--- src/rtl/md_buffer.sv ---
// md_buffer: FIFO of memory read returns with per-access load-mode transform, feeding the datapath B-input mux.
// Optional per-entry parity check is enabled by defining MD_BUFFER_PARITY_EN (adds rd_par input and par_err output).
module md_buffer #(
   parameter  int WIDTH = 16,
   parameter  int DEPTH = 4,
   localparam int CW    = $clog2(DEPTH) + 1
) (
   input  logic             clk,
   input  logic             reset,
   input  logic [WIDTH-1:0] rd_data,
   input  logic             rd_valid,
   input  logic [1:0]       rd_mode,
   input  logic             clear,
   output logic [WIDTH-1:0] inb,
   output logic             inb_valid,
   input  logic             inb_ready,
   output logic             full,
   output logic             empty,
   output logic [CW-1:0]    count,
   output logic             overflow
`ifdef MD_BUFFER_PARITY_EN
   ,
   input  logic             rd_par,
   output logic             par_err
`endif
);

   localparam int HALF = WIDTH / 2;
   localparam int PW   = $clog2(DEPTH);

   // Each entry carries the transformed word plus, in the parity build, its mismatch flag in the top bit.
`ifdef MD_BUFFER_PARITY_EN
   localparam int EW = WIDTH + 1;
`else
   localparam int EW = WIDTH;
`endif

   localparam logic [CW-1:0] CNT_ONE  = CW'(1);
   localparam logic [CW-1:0] CNT_ZERO = CW'(0);
   localparam logic [CW-1:0] CNT_FULL = CW'(DEPTH);
   localparam logic [PW-1:0] PTR_ONE  = PW'(1);
   localparam logic [PW-1:0] PTR_ZERO = PW'(0);

   function automatic logic [WIDTH-1:0] load_xform(input logic [WIDTH-1:0] d, input logic [1:0] m);
      logic [WIDTH-1:0] r;
      case (m)
         2'b00:   r = d;
         2'b01:   r = {{HALF{1'b0}}, d[HALF-1:0]};
         2'b10:   r = {{HALF{d[HALF-1]}}, d[HALF-1:0]};
         2'b11:   r = {{HALF{1'b0}}, d[WIDTH-1:HALF]};
         default: r = d;
      endcase
      return r;
   endfunction

`ifdef MD_BUFFER_PARITY_EN
   // Even parity: data bits plus parity bit must XOR to zero.
   function automatic logic par_mismatch(input logic [WIDTH-1:0] d, input logic p);
      return (^d) ^ p;
   endfunction
`endif

   logic [EW-1:0]    mem_r [DEPTH];
   logic [PW-1:0]    wr_ptr_r;
   logic [PW-1:0]    rd_ptr_r;
   logic [CW-1:0]    count_r;
   logic             overflow_r;
   logic             full_s;
   logic             empty_s;
   logic             pop_s;
   logic             push_ok_s;
   logic [EW-1:0]    wr_entry_s;
   logic [EW-1:0]    head_s;
   logic [WIDTH-1:0] inb_s;

   assign full_s    = (count_r == CNT_FULL);
   assign empty_s   = (count_r == CNT_ZERO);
   assign pop_s     = !empty_s && inb_ready;
   assign push_ok_s = rd_valid && (!full_s || pop_s);
   assign head_s    = mem_r[rd_ptr_r];

`ifdef MD_BUFFER_PARITY_EN
   assign wr_entry_s = {par_mismatch(rd_data, rd_par), load_xform(rd_data, rd_mode)};
   assign par_err    = !empty_s && head_s[WIDTH];
`else
   assign wr_entry_s = load_xform(rd_data, rd_mode);
`endif

   // Head presentation: zero whenever nothing is buffered.
   always_comb begin
      inb_s = {WIDTH{1'b0}};
      if (empty_s) begin
         inb_s = {WIDTH{1'b0}};
      end else begin
         inb_s = head_s[WIDTH-1:0];
      end
   end

   // Entry storage; not reset, occupancy alone decides what is meaningful.
   always_ff @(posedge clk) begin
      if (!reset && !clear && push_ok_s) begin
         mem_r[wr_ptr_r] <= wr_entry_s;
      end
   end

   // Pointers, occupancy and sticky overflow; flush has priority over traffic.
   always_ff @(posedge clk) begin
      if (reset || clear) begin
         wr_ptr_r   <= PTR_ZERO;
         rd_ptr_r   <= PTR_ZERO;
         count_r    <= CNT_ZERO;
         overflow_r <= 1'b0;
      end else begin
         if (push_ok_s) begin
            wr_ptr_r <= wr_ptr_r + PTR_ONE;
         end
         if (pop_s) begin
            rd_ptr_r <= rd_ptr_r + PTR_ONE;
         end
         if (push_ok_s && !pop_s) begin
            count_r <= count_r + CNT_ONE;
         end else if (pop_s && !push_ok_s) begin
            count_r <= count_r - CNT_ONE;
         end
         if (rd_valid && !push_ok_s) begin
            overflow_r <= 1'b1;
         end
      end
   end

   assign inb       = inb_s;
   assign inb_valid = !empty_s;
   assign full      = full_s;
   assign empty     = empty_s;
   assign count     = count_r;
   assign overflow  = overflow_r;

endmodule

--- config.mk ---
export PLATFORM = sky130hd
export DESIGN_NAME = md_buffer
export DESIGN_NICKNAME = d
export VERILOG_FILES = /design/src/rtl/md_buffer.sv
export SDC_FILE = /design/constraint.sdc
export NUM_CORES = 1
export LEC_CHECK = 0
export BUFFER_PORTS_ARGS = -buffer_cell sky130_fd_sc_hd__buf_2
export CORE_MARGIN = 5
export CORE_UTILIZATION = 56
export DETAILED_ROUTE_END_ITERATION = 10
export PLACE_DENSITY_LB_ADDON = 0.08
export SKIP_CTS_REPAIR_TIMING = 1
export SYNTH_ARGS = -nofsm -noshare
export SYNTH_HDL_FRONTEND = slang
export SYNTH_SLANG_ARGS = --single-unit
--- constraint.sdc ---
create_clock -name clk -period 2.9 [get_ports clk]
set_input_delay 0.435 -clock clk [delete_from_list [all_inputs] [get_ports clk]]
set_output_delay 0.435 -clock clk [all_outputs]
set_load 0.005 [all_outputs]
# Word level (Yosys, flattened, before mapping)
# Memory sizes are Yosys's and may differ from the RTL's. A register that Yosys moved wholly into a read port is not among the register bits.
# Cells that the tools add are included.
[op_classes]
addsub = 4
mul = 0
div_mod_pow = 0
order_cmp = 0
n_eq_ne = 4
n_shift = 0
mux = 8
n_bitwise = 0
reduce_logical = 18
[ops]
columns = ["operator", "count"]
rows = [
  ["case mux 16 bit (4 select lines)", 1],
  ["2-to-1 mux 16 bit", 1],
  ["logical AND 1 bit", 7],
  ["logical NOT 1 bit", 6],
  ["2-to-1 mux 3 bit", 2],
  ["adder 2 x 1 -> 2 bit (second input constant)", 2],
  ["equality test 2 bit (second input constant)", 2],
  ["2-to-1 mux 2 bit", 2],
  ["adder 3 x 1 -> 3 bit (second input constant)", 1],
  ["equality test 3 bit (second input constant)", 1],
  ["logical NOT 3 bit", 1],
  ["subtractor 3 x 1 -> 3 bit (second input constant)", 1],
  ["equality test 2 x 1 -> 1 bit (second input constant)", 1],
  ["logical NOT 2 bit", 1],
  ["logical OR 1 bit", 2],
  ["2-to-1 mux 1 bit", 2],
  ["nonzero test 2 bit", 1],
]
[word_totals]
ff_bits = 8
latchBits = 0
ramBits = 64
mem_bits_ro = 0
input_bits = 23
output_inout_bits = 23
elab_cells = 39
mem_count = 1
[mem_list]
columns = ["memory", "words", "word_bits", "read_ports", "rd_clocked_by_memory_dff", "write_ports", "line_no", "text"]
rows = [
  ["mem_r", 4, 16, 1, 1, 1, "63", "logic [EW-1:0] mem_r [DEPTH];"],
]

# Depth between registers and ports, before layout
# Gate-level depths: netlist (run 1).
[depth]
depth_word = 9
mapped_depth = 9
mapped_depth_nobuf = 8

# Least setup slack after synthesis (run 1)
# No wires, ideal clock.
[synth_timing]
kind = "input-to-reg"
startpoint = "input inb_ready"
endpoint = "register count_r[2] (netlist: count[2])"
setup_time_ns = 0.070
arrival_time_ns = 2.101
path_slack_ns = 0.728
path_stages = 9
n_path_buf = 1
cell_sequence = "or4b_4 > and2_4 > buf_6 > ha_1 > inv_1 > fa_1 > xor2_1 > or3_1 > a21oi_1"
[synth_between]
elab_chain_len = 6
[synth_rtl]
columns = ["item", "line_no", "text"]
rows = [
  ["from (decl)", "16", "input logic inb_ready,"],
  ["logical AND 1 bit *", "78", "assign pop_s = !empty_s && inb_ready;"],
  ["logical OR 1 bit *", "79", "assign push_ok_s = rd_valid && (!full_s || pop_s);"],
  ["logical AND 1 bit *", "79", ""],
  ["named net push_ok_s", "71", "logic push_ok_s;"],
  ["logical NOT 1 bit", "122", "end else if (pop_s && !push_ok_s) begin"],
  ["logical AND 1 bit", "122", ""],
  ["nonzero test 2 bit (no line)", "-", ""],
  ["to (signal assigned)", "121", "count_r <= count_r + CNT_ONE;"],
  ["to (signal assigned)", "123", "count_r <= count_r - CNT_ONE;"],
  ["to (decl)", "66", "logic [CW-1:0] count_r;"],
]
# Mark *: on every way through the listed nets, which the timed path passes. The rest lies on a longest branch.
# A chain may end at the register's enable or synchronous reset.

==> impl_metrics.env, run 1 <==
export IMPL_nFillCells=421
export IMPL_placed_cells=295
export IMPL_netlist_area_um2=3138
export IMPL_cp_slowest_cell="mux4_2"
export IMPL_timing_setup_tns_ns=0
export IMPL_grt_ovfl_total=0
export IMPL_htree_levels=3
export IMPL_dp_hpwl_um=3840
export IMPL_clockBufferDepth=2
export IMPL_viasPerCell=5.489
export IMPL_critPathMaxFanout=13
export IMPL_fp_dieW_um=84.86
export IMPL_finalPower_w=0.002098
export IMPL_outcome="finished, final reports clean"
export IMPL_fin_crit_sh=0.8194
export IMPL_min_period_ns=2.376
export IMPL_maxCapViolCount=0
export IMPL_io_pins=46
export IMPL_reg2reg_to="count[2]"
export IMPL_start_util=0.5734
export IMPL_slew_viol_final=0
export IMPL_grt_max_degree=21
export IMPL_num_rows=27
export IMPL_ant_nets=0
export IMPL_synth_top_family_by_area="multiplexers"
export IMPL_num_vias=1707
export IMPL_hp_start="rd_valid"
export IMPL_die_h_um=84.86
export IMPL_antenna_found_initial=0
export IMPL_wl_per_cell_um=18.54
export IMPL_io_buffers=45
export IMPL_p_per_area_nw_per_um2=584.6
export IMPL_synthArstFlopShare=0
export IMPL_grt_pass1_wl_um=9501
export IMPL_drc=0
export IMPL_startpoint_type="flip-flop"
export IMPL_synth_area_top_cells="edfxtp_1 61%, mux4_2 11%, dfxtp_1 6.4%"
export IMPL_worstSetupPathType="reg2out"
export IMPL_rrSetupSlack_ns=0.63
export IMPL_syn_inst=186
export IMPL_yosysSeqAreaShare=0.6762
export IMPL_synth_mux_area_frac=0.1467
export IMPL_yosysMostFrequentCell="edfxtp_1"
export IMPL_clkLatencyLatePin_ns=0.33
export IMPL_synth_xor_area_frac=0.008373
export IMPL_hold_end="overflow"
export IMPL_grt_pass1_vias=1828
export IMPL_yosysWarningCount=0
export IMPL_fin_skew_ns=0.01198
export IMPL_yosys_top_cells_count="64 x edfxtp_1, 16 x mux4_2, 16 x nor2b_1"
export IMPL_synth_nets=215
export IMPL_cp_arrival_ns=1.94
export IMPL_worstPathRequired_ns=2.47
export IMPL_endpoint_kind="primary output"
export IMPL_hold_ws_ns=0.4124
export IMPL_crit_chain="buf_4, mux4_2, nor2b_1, buf_2"
export IMPL_synth_compound_area_frac=0.03190
export IMPL_synth_ff_type="edfxtp_1"
export IMPL_cts_tree="done"
export IMPL_synth_top_area_frac=0.6124
export IMPL_hold_viol=0
export IMPL_yosys_area_share_simple=0.08812
export IMPL_clkTransAtPathRegs_ns=0.07
export IMPL_dr_pass1_iters=4
export IMPL_fmax_ghz=0.4208
export IMPL_diodes=0
export IMPL_area_delta_synth_final_pct=14.35
export IMPL_synth_top_area_cell="edfxtp_1"
export IMPL_ys_types=35
export IMPL_leakage_nw=1.298
export IMPL_synth_edf_count=64
export IMPL_maxSlewHeadroom=0.4247
export IMPL_syn_area_per_cell_um2=16.87
export IMPL_fin_cells=311
export IMPL_rsz0062_at_grt="false"
export IMPL_peakVddDrop_mv=0.3363
export IMPL_synth_adder_area_share=0.02632
export IMPL_core_area_um2=5473
export IMPL_ys_ff_latch=74
export IMPL_setup_viol=0
export IMPL_slowest_delay_ns=0.54
export IMPL_drive_gt1_frac=0.3849
export IMPL_wl_um=5767
export IMPL_place_congestion=0.7285
export IMPL_design_area_um2=3588
export IMPL_r2r_cells=8
export IMPL_holdPathStages=3
export IMPL_clockRootBuffer="clkbuf_8"
export IMPL_grt_use_total=0.1765
export IMPL_place_area_um2=3422
export IMPL_dieArea_um2=7200
export IMPL_timing_rr_start="count[1]"
export IMPL_clock_sinks=74
export IMPL_fin_nets=263
export IMPL_cts_buffers=9
export IMPL_hold_class="in2reg"
export IMPL_worst_pin_slew_ns=0.8629
export IMPL_dr_first_iter_drc_count=208
==> where the power goes <==
part           internal (W)  total, W  leakage, nW  switching [W]
logic              0.000108  0.000228        0.549       0.000120
registers           0.00118   0.00119        0.666      0.0000139
clock network      0.000332  0.000678       0.0834       0.000346
total               0.00162   0.00210         1.30       0.000480
==> registers in the layout (all words and copies together), names as in the netlist, named ones only <==
name and cells:
overflow 1, count 3, wr_ptr_r 2, rd_ptr_r 2, mem_r 64
==> worst max-delay path, delay by kind of cell, from the launching register on <==
| family | cells | cell delay [ns] |
|---|---|---|
| buffers and inverters | 2 | 0.46 |
| multiplexers | 1 | 0.54 |
| flip-flops | 1 | 0.45 |
| AND/OR/NAND/NOR | 1 | 0.15 |
==> metal layers <==
| metal | global-route usage | share of wire |
|---|---|---|
| met1 | 0.2220 | 0.43 |
| met2 | 0.2968 | 0.52 |
| met3 | 0.03301 | 0.031 |
| met4 | 0.08345 | 0.020 |
| met5 | 0 | 0 |
==> worst max path at each step <==
stage / end / depth (start not counted)
2_1_floorplan: count[2] / 9
4_1_cts: inb[8] / 4
3_3_place_gp: count[2] / 9
5_1_grt: inb[8] / 4
6_report: inb[8] / 4
3_5_place_dp: count[2] / 9
==> metrics by stage <==
step | setup slack (ns) | util
finish | 0.5238 | 0.6557
global route | 0.3568 | 0.6557
CTS | 0.4630 | 0.6557
detailed placement | 0.5515 | 0.6253
global placement | 0.6563 | 0.6253
floorplan | 0.7284 | -
==> cell type report <==
cell class	count	area, um^2	area share
clock buffers	13	148.9	0.04149
multi-input cells	97	950.9	0.2650
well taps	72	90.09	0.02510
clock inverters	3	17.52	0.004881
inverters	5	18.77	0.005230
repair buffers	47	240.2	0.06695
flip-flops and latches	74	2122	0.5914
==> kinds of logic (layout without fill, tap and decap cells) <==
logic type                 after synthesis  count (layout)
adders and majority gates                6               6
muxes                                   25              25
and+or+nand+nor                         46              46
buffers and inverters                   15              68
DFF                                     74              74
AOI/OAI and AO/OA                       17              17
xor gates and xnor gates                 3               3
==> cells in the final DEF (no fill, tap or decap), types with 6 or more instances in the layout <==
cell type   n
a21oi_1    11
buf_2      45
clkbuf_8   10
dfxtp_1    10
edfxtp_1   64
mux2_2      8
mux4_2     16
nand2b_1    8
nor2_1      6
nor2b_1    16
(Power assumes the default switching activity.)
==> run 2, diff against run 1 <==
Settings changed: CORE_UTILIZATION 56 to 51.
Clock period 2.9 ns to 2.1 ns, I/O delays scaled along.
==> impl_metrics.env, run 2 (same netlist as run 1, synthesis figures left out) <==
export IMPL_io_pins=46
export IMPL_clkTransAtPathRegs_ns=0.07
export IMPL_cp_arrival_ns=2.32
export IMPL_hold_ws_ns=0.2875
export IMPL_ant_nets=0
export IMPL_startpoint_type="flip-flop"
export IMPL_io_buffers=45
export IMPL_reg2reg_to="count[2]"
export IMPL_worstSetupPathType="reg2reg"
export IMPL_antenna_found_initial=0
export IMPL_fin_skew_ns=0.005825
export IMPL_place_congestion=0.8156
export IMPL_diodes=0
export IMPL_largest_reg_flops=64
export IMPL_drc=0
export IMPL_clockBufferDepth=2
export IMPL_critPathMaxFanout=6
export IMPL_num_vias=1806
export IMPL_outcome="finished, final reports clean"
export IMPL_final_common_cell="edfxtp_1"
export IMPL_die_h_um=88.44
export IMPL_fp_dieW_um=88.44
export IMPL_cts_buffers=9
export IMPL_maxSlewHeadroom=0.6933
export IMPL_dr_pass1_iters=5
export IMPL_leakage_nw=1.374
export IMPL_min_period_ns=2.057
export IMPL_viasPerCell=5.574
export IMPL_slew_viol_final=0
export IMPL_dieArea_um2=7822
export IMPL_grt_use_total=0.1757
export IMPL_endpoint_kind="flip-flop"
export IMPL_clock_sinks=74
export IMPL_drive_gt1_frac=0.4418
export IMPL_start_util=0.5269
export IMPL_dp_hpwl_um=4200
export IMPL_wl_per_cell_um=19.56
export IMPL_hp_start="rd_valid"
export IMPL_fin_crit_sh=0.9796
export IMPL_hold_end="wr_ptr_r[0]"
export IMPL_area_delta_synth_final_pct=20.10
export IMPL_grt_max_degree=21
export IMPL_nFillCells=467
export IMPL_grt_pass1_wl_um=9860
export IMPL_place_area_um2=3522
export IMPL_worstPathRequired_ns=2.37
export IMPL_rsz0062_at_grt="true"
export IMPL_hold_class="in2reg"
export IMPL_timing_rr_start="count[0]"
export IMPL_grt_ovfl_total=0
export IMPL_hold_viol=0
export IMPL_worst_pin_slew_ns=0.4601
export IMPL_fmax_ghz=0.4861
export IMPL_peakVddDrop_mv=0.4539
export IMPL_clkLatencyLatePin_ns=0.34
export IMPL_dr_first_iter_drc_count=111
export IMPL_num_rows=28
export IMPL_regMostFlops="mem_r"
export IMPL_core_area_um2=5956
export IMPL_placed_cells=306
export IMPL_fin_nets=273
export IMPL_wl_um=6338
export IMPL_grt_pass1_vias=1958
export IMPL_maxCapViolCount=0
export IMPL_final_cell_mix="64 x edfxtp_1, 45 x buf_2, 16 x mux4_2, 16 x nor2b_1, 11 x a21oi_1"
export IMPL_fin_cells=324
export IMPL_htree_levels=3
export IMPL_cts_tree="done"
export IMPL_rrSetupSlack_ns=0.04
export IMPL_design_area_um2=3769
export IMPL_p_per_area_nw_per_um2=844.4
export IMPL_holdPathStages=3
export IMPL_r2r_cells=8
export IMPL_clockRootBuffer="clkbuf_8"
export IMPL_setup_viol=0
run 2: changes by cell type in the layout (fill, tap and decap cells not counted), sizes merged:
| cell | before | now |
|---|---|---|
| clkinv | 2 | 3 |
| bufinv | 0 | 2 |
| clkbuf | 13 | 10 |
| buf | 47 | 57 |
run 2: per-stage QoR:
step / worst slack, ns / setup TNS (ns) / power, W / utilization
CTS: 0.01002 / 0 / 0.003185 / 0.6265
global route: -0.02286 / -0.02627 / 0.003309 / 0.6328
detailed placement: -0.03498 / -0.06906 / 0.002027 / 0.5914
global placement: 0.02944 / 0 / 0.002008 / 0.5914
floorplan: 0.006998 / 0 / 0.001871 / -
finish: 0.04287 / 0 / 0.003182 / 0.6328
run 2: final cells by class:
| type | count | area [um^2] | area share |
|---|---|---|---|
| sequential | 74 | 2128 | 0.5647 |
| multi-input combinational | 97 | 970.9 | 0.2576 |
| timing repair buffer | 57 | 347.8 | 0.09230 |
| clock buffer | 10 | 127.6 | 0.03386 |
| tap | 75 | 93.84 | 0.02490 |
| clock inverter | 6 | 81.33 | 0.02158 |
| inverter | 5 | 18.77 | 0.004980 |
run 2: worst max path at each step:
stage / startpoint / cells past startpoint / to / slack, ns
3_3_place_gp: inb_ready / 9 / count[2] / 0.03
6_report: count[0] / 8 / count[2] / 0.04
2_1_floorplan: count[0] / 9 / count[2] / 0.007
4_1_cts: flip-flop / 4 / inb[15] / 0.01
5_1_grt: count[0] / 8 / count[2] / -0.02
3_5_place_dp: inb_ready / 9 / count[2] / -0.03
run 2: where the power goes:
part           switching, W  internal [W]  leakage, nW
Combinational      0.000187      0.000175        0.603
Sequential        0.0000177       0.00163        0.667
Clock              0.000515      0.000662        0.104
Total              0.000720       0.00246         1.37
run 2: critical path, cell delays in order (launching register included):
cell,delay [ns]
dfxtp_4,0.37
or4b_4,0.52
and2_4,0.17
ha_4,0.16
inv_2,0.06
fa_2,0.19
xor2_1,0.07
or3_1,0.31
a21oi_1,0.14
run 2: per-layer routing:
metal / vias up / wire length (um) / track usage / share of wire
met5: - / 0 / 0 / 0
met4: 0 / 94 / 0.07418 / 0.015
met1: 933 / 2737 / 0.2251 / 0.43
met3: 9 / 296 / 0.03166 / 0.047
met2: 42 / 3209 / 0.2957 / 0.51
li1: 822 / - / - / -
==> run 3, diff against run 2 <==
Settings changed: GPL_TIMING_DRIVEN set to 0.
==> impl_metrics.env, run 3 (same netlist as run 1, synthesis figures left out) <==
export IMPL_cp_endpoint="count[2]"
export IMPL_final_common_cell="edfxtp_1"
export IMPL_regMostFlops="mem_r"
export IMPL_fin_skew_ns=0.005374
export IMPL_drc=0
export IMPL_dr_first_iter_drc_count=93
export IMPL_place_area_um2=3458
export IMPL_hold_viol=0
export IMPL_timing_rr_start="count[0]"
export IMPL_ant_nets=0
export IMPL_min_period_ns=2.140
export IMPL_crit_family="simple AND/OR/NAND/NOR gates"
export IMPL_startpoint_type="flip-flop"
export IMPL_io_pins=46
export IMPL_clkTransAtPathRegs_ns=0.07
export IMPL_num_vias=1787
export IMPL_num_rows=28
export IMPL_viasPerCell=5.498
export IMPL_antenna_found_initial=0
export IMPL_area_delta_synth_final_pct=19.82
export IMPL_place_congestion=0.8027
export IMPL_pwr_share_clk=0.333
export IMPL_design_area_um2=3760
export IMPL_clockRootBuffer="clkbuf_8"
export IMPL_seqPwrFrac=0.545
export IMPL_die_h_um=88.44
export IMPL_peakVddDrop_mv=0.4378
export IMPL_critPathMaxFanout=7
export IMPL_grt_use_total=0.1687
export IMPL_endpoint_kind="flip-flop"
export IMPL_htree_levels=3
export IMPL_dp_hpwl_um=4168
export IMPL_met1_length_um=2566
export IMPL_io_buffers=43
export IMPL_leakage_nw=1.364
export IMPL_maxCapViolCount=0
export IMPL_violations="setup timing"
export IMPL_grt_pass1_vias=1873
export IMPL_multi_input_area_um2=979.7
export IMPL_dieArea_um2=7822
export IMPL_cp_slowest_cell="or4b_4"
export IMPL_worstSetupPathType="reg2reg"
export IMPL_outcome="finished with violations"
export IMPL_highest_layer="met4"
export IMPL_grt_max_degree=17
export IMPL_hold_ws_ns=0.2957
export IMPL_finalPower_w=0.003018
export IMPL_p_per_area_nw_per_um2=802.7
export IMPL_wl_met2_um=3064
export IMPL_grt_ovfl_total=0
export IMPL_worstSetupStartpoint="count[0]"
export IMPL_wl_um=6058
export IMPL_hold_class="in2reg"
export IMPL_fin_nets=275
export IMPL_clkLatencyLatePin_ns=0.34
export IMPL_fmax_ghz=0.4673
export IMPL_final_cell_mix="64 x edfxtp_1, 43 x buf_2, 16 x mux4_2, 16 x nor2b_1, 10 x a21oi_1"
export IMPL_wl_per_cell_um=18.64
export IMPL_setup_viol=1
export IMPL_switching_power_w=0.0006724
export IMPL_reg2reg_to="count[2]"
export IMPL_cp_arrival_ns=2.40
export IMPL_cellInternalPower_w=0.002346
export IMPL_fin_util=0.6313
export IMPL_rrSetupSlack_ns=-0.04
export IMPL_register_area_um2=2130
export IMPL_start_util=0.5269
export IMPL_slew_viol_final=0
export IMPL_maxSlewHeadroom=0.6916
export IMPL_drive_gt1_frac=0.4440
export IMPL_worstPathRequired_ns=2.36
export IMPL_worst_pin_slew_ns=0.4626
export IMPL_largest_reg_flops=64
export IMPL_fp_dieW_um=88.44
export IMPL_r2r_cells=8
export IMPL_crit_chain="or4b_4, and2_4, ha_4, inv_2, fa_2, xor2_2, or3_1, a21oi_2"
export IMPL_core_area_um2=5956
export IMPL_swShare=0.2228
export IMPL_routed_wl_met3_um=328
export IMPL_cts_buffers=9
export IMPL_diodes=0
export IMPL_setup_ws_ns=-0.04016
export IMPL_slowest_delay_ns=0.54
export IMPL_rsz0062_at_grt="true"
export IMPL_clock_sinks=74
export IMPL_cts_tree="done"
export IMPL_clockBufferDepth=2
export IMPL_critical_path_depth=8
export IMPL_crit_buf_inv=1
export IMPL_dr_pass1_iters=4
export IMPL_nFillCells=461
export IMPL_grt_pass1_wl_um=9480
export IMPL_fin_crit_sh=1.019
export IMPL_p_comb_frac=0.122
==> run 3: cell type report <==
class	instances	share of cell area
sequential	74	0.5664
multi-input combinational	97	0.2606
clock buffer	11	0.03494
buffer	9	0.01963
clock inverter	4	0.01165
timing repair buffer	50	0.07687
tap	75	0.02496
inverter	5	0.004992
==> run 3: how the worst min path moves through the flow <==
stage | from | end | slack, ns | depth (start not counted)
floorplan | rd_ptr_r[1] | flip-flop | 0.46 | 2
global placement | overflow | overflow | 0.46 | 2
detailed placement | overflow | overflow | 0.46 | 2
CTS | rd_valid | wr_ptr_r[0] | 0.28 | 3
global route | rd_valid | wr_ptr_r[0] | 0.30 | 3
finish | rd_valid | wr_ptr_r[0] | 0.30 | 3
==> run 3: layer usage <==
metal	vias to the layer above	global-route usage
li1	830	-
met1	893	0.2120
met2	54	0.2780
met3	10	0.04749
met4	0	0.06731
met5	-	0
==> run 3: power groups by stage <==
stage                     Combinational (W)  Sequential, W  Clock, W
after global routing               0.000407        0.00165   0.00111
after detailed placement           0.000333        0.00168         0
after floorplan                    0.000198        0.00167         0
after CTS                          0.000335        0.00164   0.00103
final                              0.000368        0.00164   0.00101
after global placement             0.000323        0.00167         0
==> run 3: worst register-to-register path: cells and delay by family, from the launching register on <==
family,cells,cell delay (ns)
buf+inv,1,0.05
compound gates,1,0.13
fa+ha+maj,2,0.36
simple gates,3,1.08
flops,1,0.37
xor+xnor,1,0.07
==> run 3: stage by stage <==
step | setup WS, ns | std cells | TNS [ns]
floorplan | 0.006998 | 186 | 0
detailed placement | -0.1927 | 304 | -2.156
finish | -0.04016 | 325 | -0.04016
global route | -0.1104 | 325 | -0.1453
CTS | -0.3823 | 319 | -4.448
global placement | -0.1426 | 304 | -1.161
